### config.mk
export PLATFORM = sky130hd
export DESIGN_NAME = ram_shuffler
export DESIGN_NICKNAME = d
export VERILOG_FILES = /design/src/rtl/ram_shuffler_pkg.sv /design/src/rtl/ram_shuffler.sv
export SDC_FILE = /design/constraint.sdc
export NUM_CORES = 1
export LEC_CHECK = 0
export BUFFER_PORTS_ARGS = -buffer_cell sky130_fd_sc_hd__buf_4
export CAP_MARGIN = 20
export CORE_ASPECT_RATIO = 2
export CORE_MARGIN = 1.5
export CORE_UTILIZATION = 40
export CTS_BUF_LIST = sky130_fd_sc_hd__clkbuf_8
export DETAILED_ROUTE_END_ITERATION = 8
export PLACE_DENSITY = 0.63
export SETUP_SLACK_MARGIN = 0.4
export SLEW_MARGIN = 15
export SYNTH_ARGS = -nofsm -noshare
export SYNTH_HDL_FRONTEND = slang
export SYNTH_SLANG_ARGS = --single-unit
### constraint.sdc
create_clock -name clk -period 8.6 [get_ports clk]
set_input_delay 0.86 -clock clk [delete_from_list [all_inputs] [get_ports clk]]
set_output_delay 0.86 -clock clk [all_outputs]
set_load 0.05 [all_outputs]
### src/rtl/ram_shuffler_pkg.sv
// Shared types and constants for the RC4 key-schedule RAM shuffler.
package ram_shuffler_pkg;

  typedef enum logic [4:0] {
    StIdle    = 5'd0,
    StReadSi  = 5'd1,
    StWaitSi  = 5'd2,
    StCalcJ   = 5'd3,
    StReadSj  = 5'd4,
    StWaitSj  = 5'd5,
    StWriteSi = 5'd6,
    StWriteSj = 5'd7,
    StDone    = 5'd8
  } state_e;

  // Clock cycles spent on each i of the key schedule.
  localparam int unsigned IterCycles = 7;

endpackage

### src/rtl/ram_shuffler.sv
// RC4 key schedule run in place on an external synchronous-read RAM: for each i, read s[i],
// advance j, read s[j], then write the two values back swapped.
module ram_shuffler
  import ram_shuffler_pkg::*;
#(
  parameter int unsigned RAM_LENGTH = 256,
  parameter int unsigned RAM_WIDTH  = 8,
  parameter int unsigned KEY_LENGTH = 3
) (
  input  logic                        clk,
  input  logic                        reset,
  input  logic                        start,
  input  logic [KEY_LENGTH-1:0][7:0]  key,
  input  logic [RAM_WIDTH-1:0]        ram_out,
  output logic                        finished,
  output logic                        write_enable,
  output logic [RAM_WIDTH-1:0]        ram_in,
  output logic [7:0]                  address,
  output logic [7:0]                  iTap,
  output logic [7:0]                  jTap,
  output logic [7:0]                  siTap,
  output logic [7:0]                  sjTap,
  output logic [4:0]                  stateTap
);

  state_e               state_q, state_d;
  logic [7:0]           i_q, i_d;
  logic [7:0]           j_q, j_d;
  logic [RAM_WIDTH-1:0] si_q, si_d;
  logic [RAM_WIDTH-1:0] sj_q, sj_d;

  logic [7:0]  key_byte;
  int          key_pos;
  int unsigned j_sum;

  // Key byte 0 sits in the most significant byte of the packed key.
  always_comb begin
    key_pos  = int'(KEY_LENGTH - 1 - (32'(i_q) % KEY_LENGTH));
    key_byte = '0;
    for (int k = 0; k < int'(KEY_LENGTH); k++) begin
      if (k == key_pos) key_byte = key[k];
    end
    j_sum = 32'(j_q) + 32'(ram_out) + 32'(key_byte);
  end

  always_comb begin
    state_d      = state_q;
    i_d          = i_q;
    j_d          = j_q;
    si_d         = si_q;
    sj_d         = sj_q;
    finished     = 1'b0;
    write_enable = 1'b0;
    address      = '0;
    ram_in       = '0;
    case (state_q)
      StIdle: begin
        if (start) begin
          i_d     = '0;
          j_d     = '0;
          state_d = StReadSi;
        end
      end
      StReadSi: begin
        address = i_q;
        state_d = StWaitSi;
      end
      StWaitSi: begin
        address = i_q;
        state_d = StCalcJ;
      end
      StCalcJ: begin
        si_d    = ram_out;
        j_d     = 8'(j_sum % RAM_LENGTH);
        state_d = StReadSj;
      end
      StReadSj: begin
        address = j_q;
        state_d = StWaitSj;
      end
      StWaitSj: begin
        address = j_q;
        state_d = StWriteSi;
      end
      StWriteSi: begin
        // s[j] is on ram_out this cycle; write it through while latching it.
        sj_d         = ram_out;
        write_enable = 1'b1;
        address      = i_q;
        ram_in       = ram_out;
        state_d      = StWriteSj;
      end
      StWriteSj: begin
        write_enable = 1'b1;
        address      = j_q;
        ram_in       = si_q;
        i_d          = i_q + 8'd1;
        state_d      = (i_q == 8'(RAM_LENGTH - 1)) ? StDone : StReadSi;
      end
      StDone: begin
        finished = 1'b1;
        if (!start) state_d = StIdle;
      end
      default: state_d = StIdle;
    endcase
  end

  always_ff @(posedge clk or negedge reset) begin
    if (!reset) begin
      state_q <= StIdle;
      i_q     <= '0;
      j_q     <= '0;
      si_q    <= '0;
      sj_q    <= '0;
    end else begin
      state_q <= state_d;
      i_q     <= i_d;
      j_q     <= j_d;
      si_q    <= si_d;
      sj_q    <= sj_d;
    end
  end

  assign iTap     = i_q;
  assign jTap     = j_q;
  assign siTap    = 8'(si_q);
  assign sjTap    = 8'(sj_q);
  assign stateTap = state_q;

endmodule

==> flow_summary.yaml, run 1 <==
sta:
  finalHoldViolations: 0
  fin_setup_tns_ns: 0
  max_slew_margin: 0.343
  min_period_over_period: 0.900
  tightest_slew_ns: 0.982
  grt_setup_unrepaired: "false"
  max_freq_mhz: 129
  setup_viol: 0
  fin_crit_ns: 7.74
  finClkSkew_ns: 0.0121
  drv_slew: 0
finish:
  num_antenna_cells: 0
  drive_gt1_frac: 0.287
  final_nets: 574
  syn2layout_area_growth_pct: 23.2
  final_area_mm2: 0.00451
critical_path:
  rr_worst_depth: 32
  endpoint_kind: "flop"
  r2r_slack_ns: 0.86
  r2r-end: "jTap[7]"
  critical_path_class: "reg -> reg"
  worst_path_largest_cell_delay_ns: 0.56
  worstPathRequired_ns: 8.82
  arrival_ns: 7.96
  startpoint: "iTap[7]"
  rr_startpoint: "iTap[7]"
  path_max_fanout: 19
  crit_path_top_delay_cell: "dfrtp_2"
  startpoint_type: "flop"
  crit_end: "jTap[7]"
logic_synthesis:
  ys_warn_count: 0
  synthArstFlopShare: 1.00
  synth_area_leader_cell: "dfrtp_1"
  synth_edf_count: 0
  synthTopCellsByArea: "dfrtp_1 25%, nand2_1 6.2%, fa_1 4.4%"
  ys_seq_area_frac: 0.246
  yosys-top-cells-count: "61 x nand2_1, 36 x dfrtp_1, 36 x nor2_1"
  synthesis.nets: 498
  netlist_instances: 443
  synth_top_flop_cell: "dfrtp_1"
  synth_top_area_share: 0.246
  ys_ff_latch: 36
  synth.avg_cell_area_um2: 8.27
  syn_area_mm2: 0.00366
  synth.most_common_cell: "nand2_1"
  ys_types: 74
drt:
  drtAntennaViolNets: 0
  viasPerCell: 5.93
  drtIter0Drc: 241
  top_layer: "met4"
  wl_per_cell_um: 19.1
  met2_length_mm: 6.88
  met3_length_um: 312
  drt-total-wl_mm: 11.9
  drc: 0
  vias: 3690
  drt_pass1_iterations: 5
  met1_length_mm: 3.91
floorplanning:
  start_util: 0.409
  placement_rows: 49
  die_area_mm2: 0.00978
  io_pins: 90
  dieHeight_um: 138
  die_x_um: 70.7
  core-area_mm2: 0.00895
global_route:
  grt_pass1_vias: 3802
  antenna_found_initial: 0
  grt_max_degree: 37
  grt-ovfl-total: 0
  grt_usage: 0.246
  grt_first_pass_wirelength_mm: 19.3
place:
  io_buffers: 88
  placed_area_mm2: 0.00436
  dp_hpwl_mm: 9.48
  place_congestion: 0.893
hold_path:
  min_path_type: "in -> async"
cts:
  cts.hold.buffers_added: 0
  path_clk_slew_ns: 0.08
  clockBufferDepth: 2
  clockRootBuffer: "clkbuf_8"
  cts_sinks: 36
  cts_inserted_buffers: 5
  insertion_delay_ns: 0.31
  cts_tree: "done"
  ctsHtreeMaxLevel: 2
flow_run:
  drv_cap: 0
run_status:
  outcome: "finished, final reports clean"
-- kinds of logic after synthesis --
family | share of synthesized area
simple gates | 0.250
compound gates | 0.253
buf+inv | 0.0502
flops | 0.246
mux | 0.0727
fa+ha+maj | 0.0874
xor+xnor | 0.0403
other cells | 0.00102
-- area by class of cell --
class,count,area [µm²]
Tap cell,102,128
Clock inverter,3,18.8
Sequential cell,36,903
Timing Repair Buffer,96,721
Multi-Input combinational cell,363,2610
Clock buffer,5,68.8
Inverter,17,63.8
Fill cell,901,4440
-- critical path, delay by kind of cell (launching register included) --
| kind | cells | cell delay (ns) |
|---|---|---|
| XOR/XNOR | 2 | 0.29 |
| multiplexers | 2 | 0.37 |
| AND/OR/NAND/NOR | 10 | 2.10 |
| buffers and inverters | 1 | 0.07 |
| flip-flops | 1 | 0.56 |
| AO/OA/AOI/OAI | 11 | 2.39 |
| adder cells (fa/ha/maj) | 6 | 1.87 |
-- through the flow --
step	worst slack, ns	instances	utilization	hold WS [ns]
floorplan	0.982	443	-	0.564
global placement	0.871	609	0.487	0.492
detailed placement	0.580	609	0.487	0.497
CTS	0.535	617	0.496	0.517
global route	0.408	622	0.504	0.532
finish	0.858	622	0.504	0.510
-- repair_timing --
action	in CTS	in global routing
buffers inserted	0	5
endpoints found under the setup margin	0	3
gates resized for setup	0	10
-- worst min-delay path by stage --
stage	from	endpoint	slack, ns	cells after the start
global route	sjTap[5]	sjTap[5]	0.53	1
CTS	reset	sjTap[5]	0.52	1
global placement	sjTap[1]	sjTap[1]	0.49	1
floorplan	reset	iTap[0]	0.56	0
detailed placement	sjTap[1]	sjTap[1]	0.50	1
finish	reset	sjTap[5]	0.51	1
-- routing by layer --
metal | vias to the layer above | track usage
li1 | 1758 | -
met5 | - | 0
met1 | 1788 | 0.234
met3 | 44 | 0.0233
met4 | 0 | 0.150
met2 | 100 | 0.479
-- registers in the layout (all words and copies together) (netlist names) --
name,flops
iTap,8
jTap,8
siTap,8
sjTap,8
stateTap,4
-- layout by cell type, fill, tap and decap left out, types with 8 or more instances in the layout --
cell type / Yosys / routed
buf_4: 3 / 96
nand2_1: 61 / 61
nor2_1: 36 / 35
dfrtp_1: 36 / 34
o21ai_0: 27 / 27
nand3_1: 24 / 24
inv_1: 17 / 17
mux2_2: 11 / 11
mux2i_1: 12 / 11
a21oi_1: 11 / 11
and2_1: 10 / 10
xnor2_1: 10 / 10
nor3_1: 10 / 10
ha_1: 12 / 10
a22o_1: 9 / 9
a22oi_1: 8 / 8
fa_1: 8 / 8
Power of run 1 is left out: the tool's default activity adds up to more than one toggle a clock period on the data nets, which glitch-free logic cannot reach.
==> run 2: changes to the inputs <==
- CAP_MARGIN: 20 -> unset
- CORE_ASPECT_RATIO: 2 -> 0.5
==> run 2 against run 1 <==
Via count is 2.7% lower. Flip-flop and latch count unchanged. Cell count up 2.6%. First-iteration DRC count up 4.6%. Critical path type unchanged.
==> flow_summary.yaml, run 2 (synthesis gave the netlist of run 1 again) <==
critical_path:
  endpoint_kind: "flop"
  crit_end: "jTap[7]"
  r2r_slack_ns: 0.95
  rr_worst_depth: 32
  startpoint: "iTap[7]"
  path_max_fanout: 19
  crit_path_top_delay_cell: "or4b_4"
  arrival_ns: 7.79
  cp_top_family: "simple AND/OR/NAND/NOR gates"
  r2r-end: "jTap[7]"
  critical_path_class: "reg -> reg"
  startpoint_type: "flop"
  crit_cells: 32
  critPathBufInv: 1
  rr_startpoint: "iTap[7]"
  worstPathRequired_ns: 8.74
  cpMostUsedCell: "ha_1"
  worst_path_largest_cell_delay_ns: 0.56
global_route:
  grt-ovfl-total: 0
  grt_usage: 0.197
  antenna_found_initial: 0
  grt_max_degree: 37
  grt_first_pass_wirelength_mm: 16.0
  grt_pass1_vias: 3213
floorplanning:
  start_util: 0.417
  core-area_mm2: 0.00880
  die_area_mm2: 0.00978
  die_x_um: 138
  io_pins: 90
  dieHeight_um: 70.7
  placement_rows: 24
finish:
  final_common_cell: "buf_4"
  num_antenna_cells: 0
  fill_cells: 880
  layout.cells.non_filler: 638
  final_cell_mix: "97 x buf_4, 61 x nand2_1, 36 x nor2_1, 34 x dfrtp_1, 27 x o21ai_0"
  final_nets: 575
  drive_gt1_frac: 0.276
  syn2layout_area_growth_pct: 24.2
cts:
  cts_sinks: 36
  path_clk_slew_ns: 0.07
  clockRootBuffer: "clkbuf_8"
  ctsHtreeMaxLevel: 2
  cts_inserted_buffers: 5
  cts_tree: "done"
  clockBufferDepth: 2
  insertion_delay_ns: 0.28
drt:
  drt-total-wl_mm: 9.85
  wl_per_cell_um: 15.4
  drc: 0
  drt_pass1_iterations: 7
  vias: 3589
  viasPerCell: 5.63
  drtIter0Drc: 252
  drtAntennaViolNets: 0
run_status:
  outcome: "finished, final reports clean"
place:
  io_buffers: 88
  place_congestion: 0.912
  placed_cells: 623
  dp_hpwl_mm: 7.43
sta:
  max_freq_mhz: 131
  drv_slew: 0
  fin_crit_ns: 7.65
  tightest_slew_ns: 1.06
  grt_setup_unrepaired: "false"
  fin_setup_tns_ns: 0
  min_period_over_period: 0.889
  finClkSkew_ns: 0.00405
  setup_viol: 0
  finalHoldViolations: 0
  max_slew_margin: 0.290
hold_path:
  min_path_type: "reg -> reg"
  whs_path_depth: 2
flow_run:
  drv_cap: 0
==> run 2: layer usage <==
layer  track usage  share of wire  up-vias
met5             0              0        -
met4        0.0491          0.016        0
met3        0.0271          0.035       17
met2         0.318           0.47       96
met1         0.281           0.48     1706
li1              -              -     1770
==> run 2: worst min path at each step <==
stage          slack [ns]     start        to
2_1_floorplan        0.56     reset   iTap[0]
3_3_place_gp         0.49  sjTap[4]  sjTap[4]
3_5_place_dp         0.50  siTap[0]  siTap[0]
4_1_cts              0.52  siTap[0]  siTap[0]
5_1_grt              0.54  sjTap[3]  sjTap[3]
6_report             0.51  siTap[0]  siTap[0]
==> run 2: through the flow <==
stage               cell area, µm²  setup slack, ns  hold slack (ns)  utilization
global placement              4370            0.878            0.492        0.496
detailed placement            4370            0.703            0.497        0.496
global route                  4550            0.385            0.540        0.517
CTS                           4470            0.675            0.515        0.509
finish                        4550            0.954            0.512        0.517
floorplan                     3660            0.982            0.564            -
==> run 2: layout make-up <==
cell class / count / area [µm²] / share of cell area
inverters: 17 / 63.8 / 0.0140
flip-flops and latches: 36 / 903 / 0.199
multi-input cells: 363 / 2600 / 0.572
clock buffers: 5 / 68.8 / 0.0151
repair buffers: 97 / 728 / 0.160
well taps: 117 / 146 / 0.0322
clock inverters: 3 / 38.8 / 0.00852
==> run 2: worst reg2reg max path, delay by kind of cell, from the launching register on <==
| family | cells | cell delay, ns |
|---|---|---|
| AOI/OAI and AO/OA | 12 | 2.09 |
| xor gates and xnor gates | 2 | 0.35 |
| adders and majority gates | 6 | 1.81 |
| buffers and inverters | 1 | 0.07 |
| DFF | 1 | 0.52 |
| muxes | 2 | 0.48 |
| and+or+nand+nor | 9 | 2.18 |
==> run 2: what timing repair did <==
action | CTS | global route
gates resized for setup | 0 | 5
setup endpoints to repair | 0 | 2
setup buffers | 0 | 7
hold buffers | 0 | 0
Power of run 2 is left out for the same reason.
==> run 3: changes to the inputs <==
- MAX_ROUTING_LAYER: unset -> met4
==> run 3 against run 2 <==
Count of clock-buffer cells in the layout unchanged. Via count up 0.11%. Register-to-register slack hardly changed. First-iteration DRC count increased by 9.5%. Cell count unchanged. Maximum frequency is essentially flat. Sequential share of layout area unchanged. Final area did not move. Utilization unchanged. Global-route usage is 0.63 points higher. Critical path type unchanged. Critical endpoint unchanged. Largest cell class unchanged.
==> flow_summary.yaml, run 3 (synthesis gave the netlist of run 1 again) <==
critical_path:
  startpoint_type: "flop"
  crit_path_top_delay_cell: "or4b_4"
  endpoint_kind: "flop"
  worstPathRequired_ns: 8.74
  worst_path_largest_cell_delay_ns: 0.56
  arrival_ns: 7.78
  path_max_fanout: 19
  critical_path_class: "reg -> reg"
  cpMostUsedCell: "ha_1"
global_route:
  grt_max_degree: 37
  grt-ovfl-total: 0
  grt_pass1_vias: 3200
  antenna_found_initial: 0
  grt_first_pass_wirelength_mm: 16.0
  grt_usage: 0.203
sta:
  fin_crit_ns: 7.64
  max_freq_mhz: 131
  min_period_over_period: 0.889
  finalHoldViolations: 0
  grt_setup_unrepaired: "false"
  tightest_slew_ns: 1.07
  fin_setup_tns_ns: 0
  drv_slew: 0
  max_slew_margin: 0.284
  finClkSkew_ns: 0.00340
  hold-worst-slack_ns: 0.512
  setup_viol: 0
drt:
  wl_per_cell_um: 15.5
  viasPerCell: 5.63
  drtIter0Drc: 276
  drt-total-wl_mm: 9.90
  vias: 3593
  drt_pass1_iterations: 5
  drtAntennaViolNets: 0
  drc: 0
cts:
  clockBufferDepth: 2
  path_clk_slew_ns: 0.07
  cts.hold.buffers_added: 0
  cts_sinks: 36
  clockRootBuffer: "clkbuf_8"
  ctsHtreeMaxLevel: 2
  insertion_delay_ns: 0.28
  cts_inserted_buffers: 5
  cts_tree: "done"
floorplanning:
  core-area_mm2: 0.00880
  start_util: 0.417
  dieHeight_um: 70.7
  die_x_um: 138
  io_pins: 90
  die_area_mm2: 0.00978
  placement_rows: 24
finish:
  fill_cells: 880
  syn2layout_area_growth_pct: 24.2
  final_common_cell: "buf_4"
  num_antenna_cells: 0
  final_cell_mix: "97 x buf_4, 61 x nand2_1, 36 x nor2_1, 34 x dfrtp_1, 27 x o21ai_0"
  fin_util: 0.517
  final_nets: 575
  layout.cells.non_filler: 638
  drive_gt1_frac: 0.276
place:
  placed_cells: 623
  dp_hpwl_mm: 7.43
  io_buffers: 88
  place_congestion: 0.928
run_status:
  outcome: "finished, final reports clean"
flow_run:
  drv_cap: 0
hold_path:
  min_path_type: "reg -> reg"
-- run 3: cell counts in the layout (fill, tap and decap cells not counted) --
Identical to the previous run, type by type.
-- run 3: final cells by class --
type,count,area [µm²],area share
Multi-Input combinational cell,363,2600,0.572
Tap cell,117,146,0.0322
Timing Repair Buffer,97,728,0.160
Clock inverter,3,38.8,0.00852
Inverter,17,63.8,0.0140
Clock buffer,5,68.8,0.0151
Sequential cell,36,903,0.199
-- run 3: timing repair --
| action | CTS | global route |
|---|---|---|
| endpoints found under the setup margin | 0 | 2 |
| setup buffers | 0 | 7 |
| resized for setup | 0 | 5 |
-- run 3: routing by layer --
layer,GRT usage,vias up,wire length [µm]
li1,-,1767,-
met1,0.281,1712,4750
met2,0.318,100,4610
met3,0.0271,14,392
met4,0.0491,0,155
met5,-,-,0
-- run 3: per-stage QoR --
stage	cell area (µm²)	setup slack, ns
3_3_place_gp	4370	0.878
4_1_cts	4470	0.675
3_5_place_dp	4370	0.703
6_report	4550	0.959
5_1_grt	4550	0.385
2_1_floorplan	3660	0.982
-- run 3: worst paths after layout --
check	start	end	slack [ns]	depth (start not counted)
max	iTap[7]	jTap[7]	0.96	32
min	siTap[0]	siTap[0]	0.51	2
max reg2reg	iTap[7]	jTap[7]	0.96	32
min reg2reg	siTap[0]	siTap[0]	0.51	2
max in group asynchronous	reset	iTap[7]	7.72	1
min in group asynchronous	reset	sjTap[1]	0.52	1
-- run 3: worst max-delay path: cells and delay by family, from the launching register on --
family          cells  cell delay, ns
compound gates     12            2.08
buf+inv             1            0.07
fa+ha+maj           6            1.81
xor+xnor            2            0.35
flops               1            0.53
mux                 2            0.48
simple gates        9            2.17
Power of run 3 is left out for the same reason.
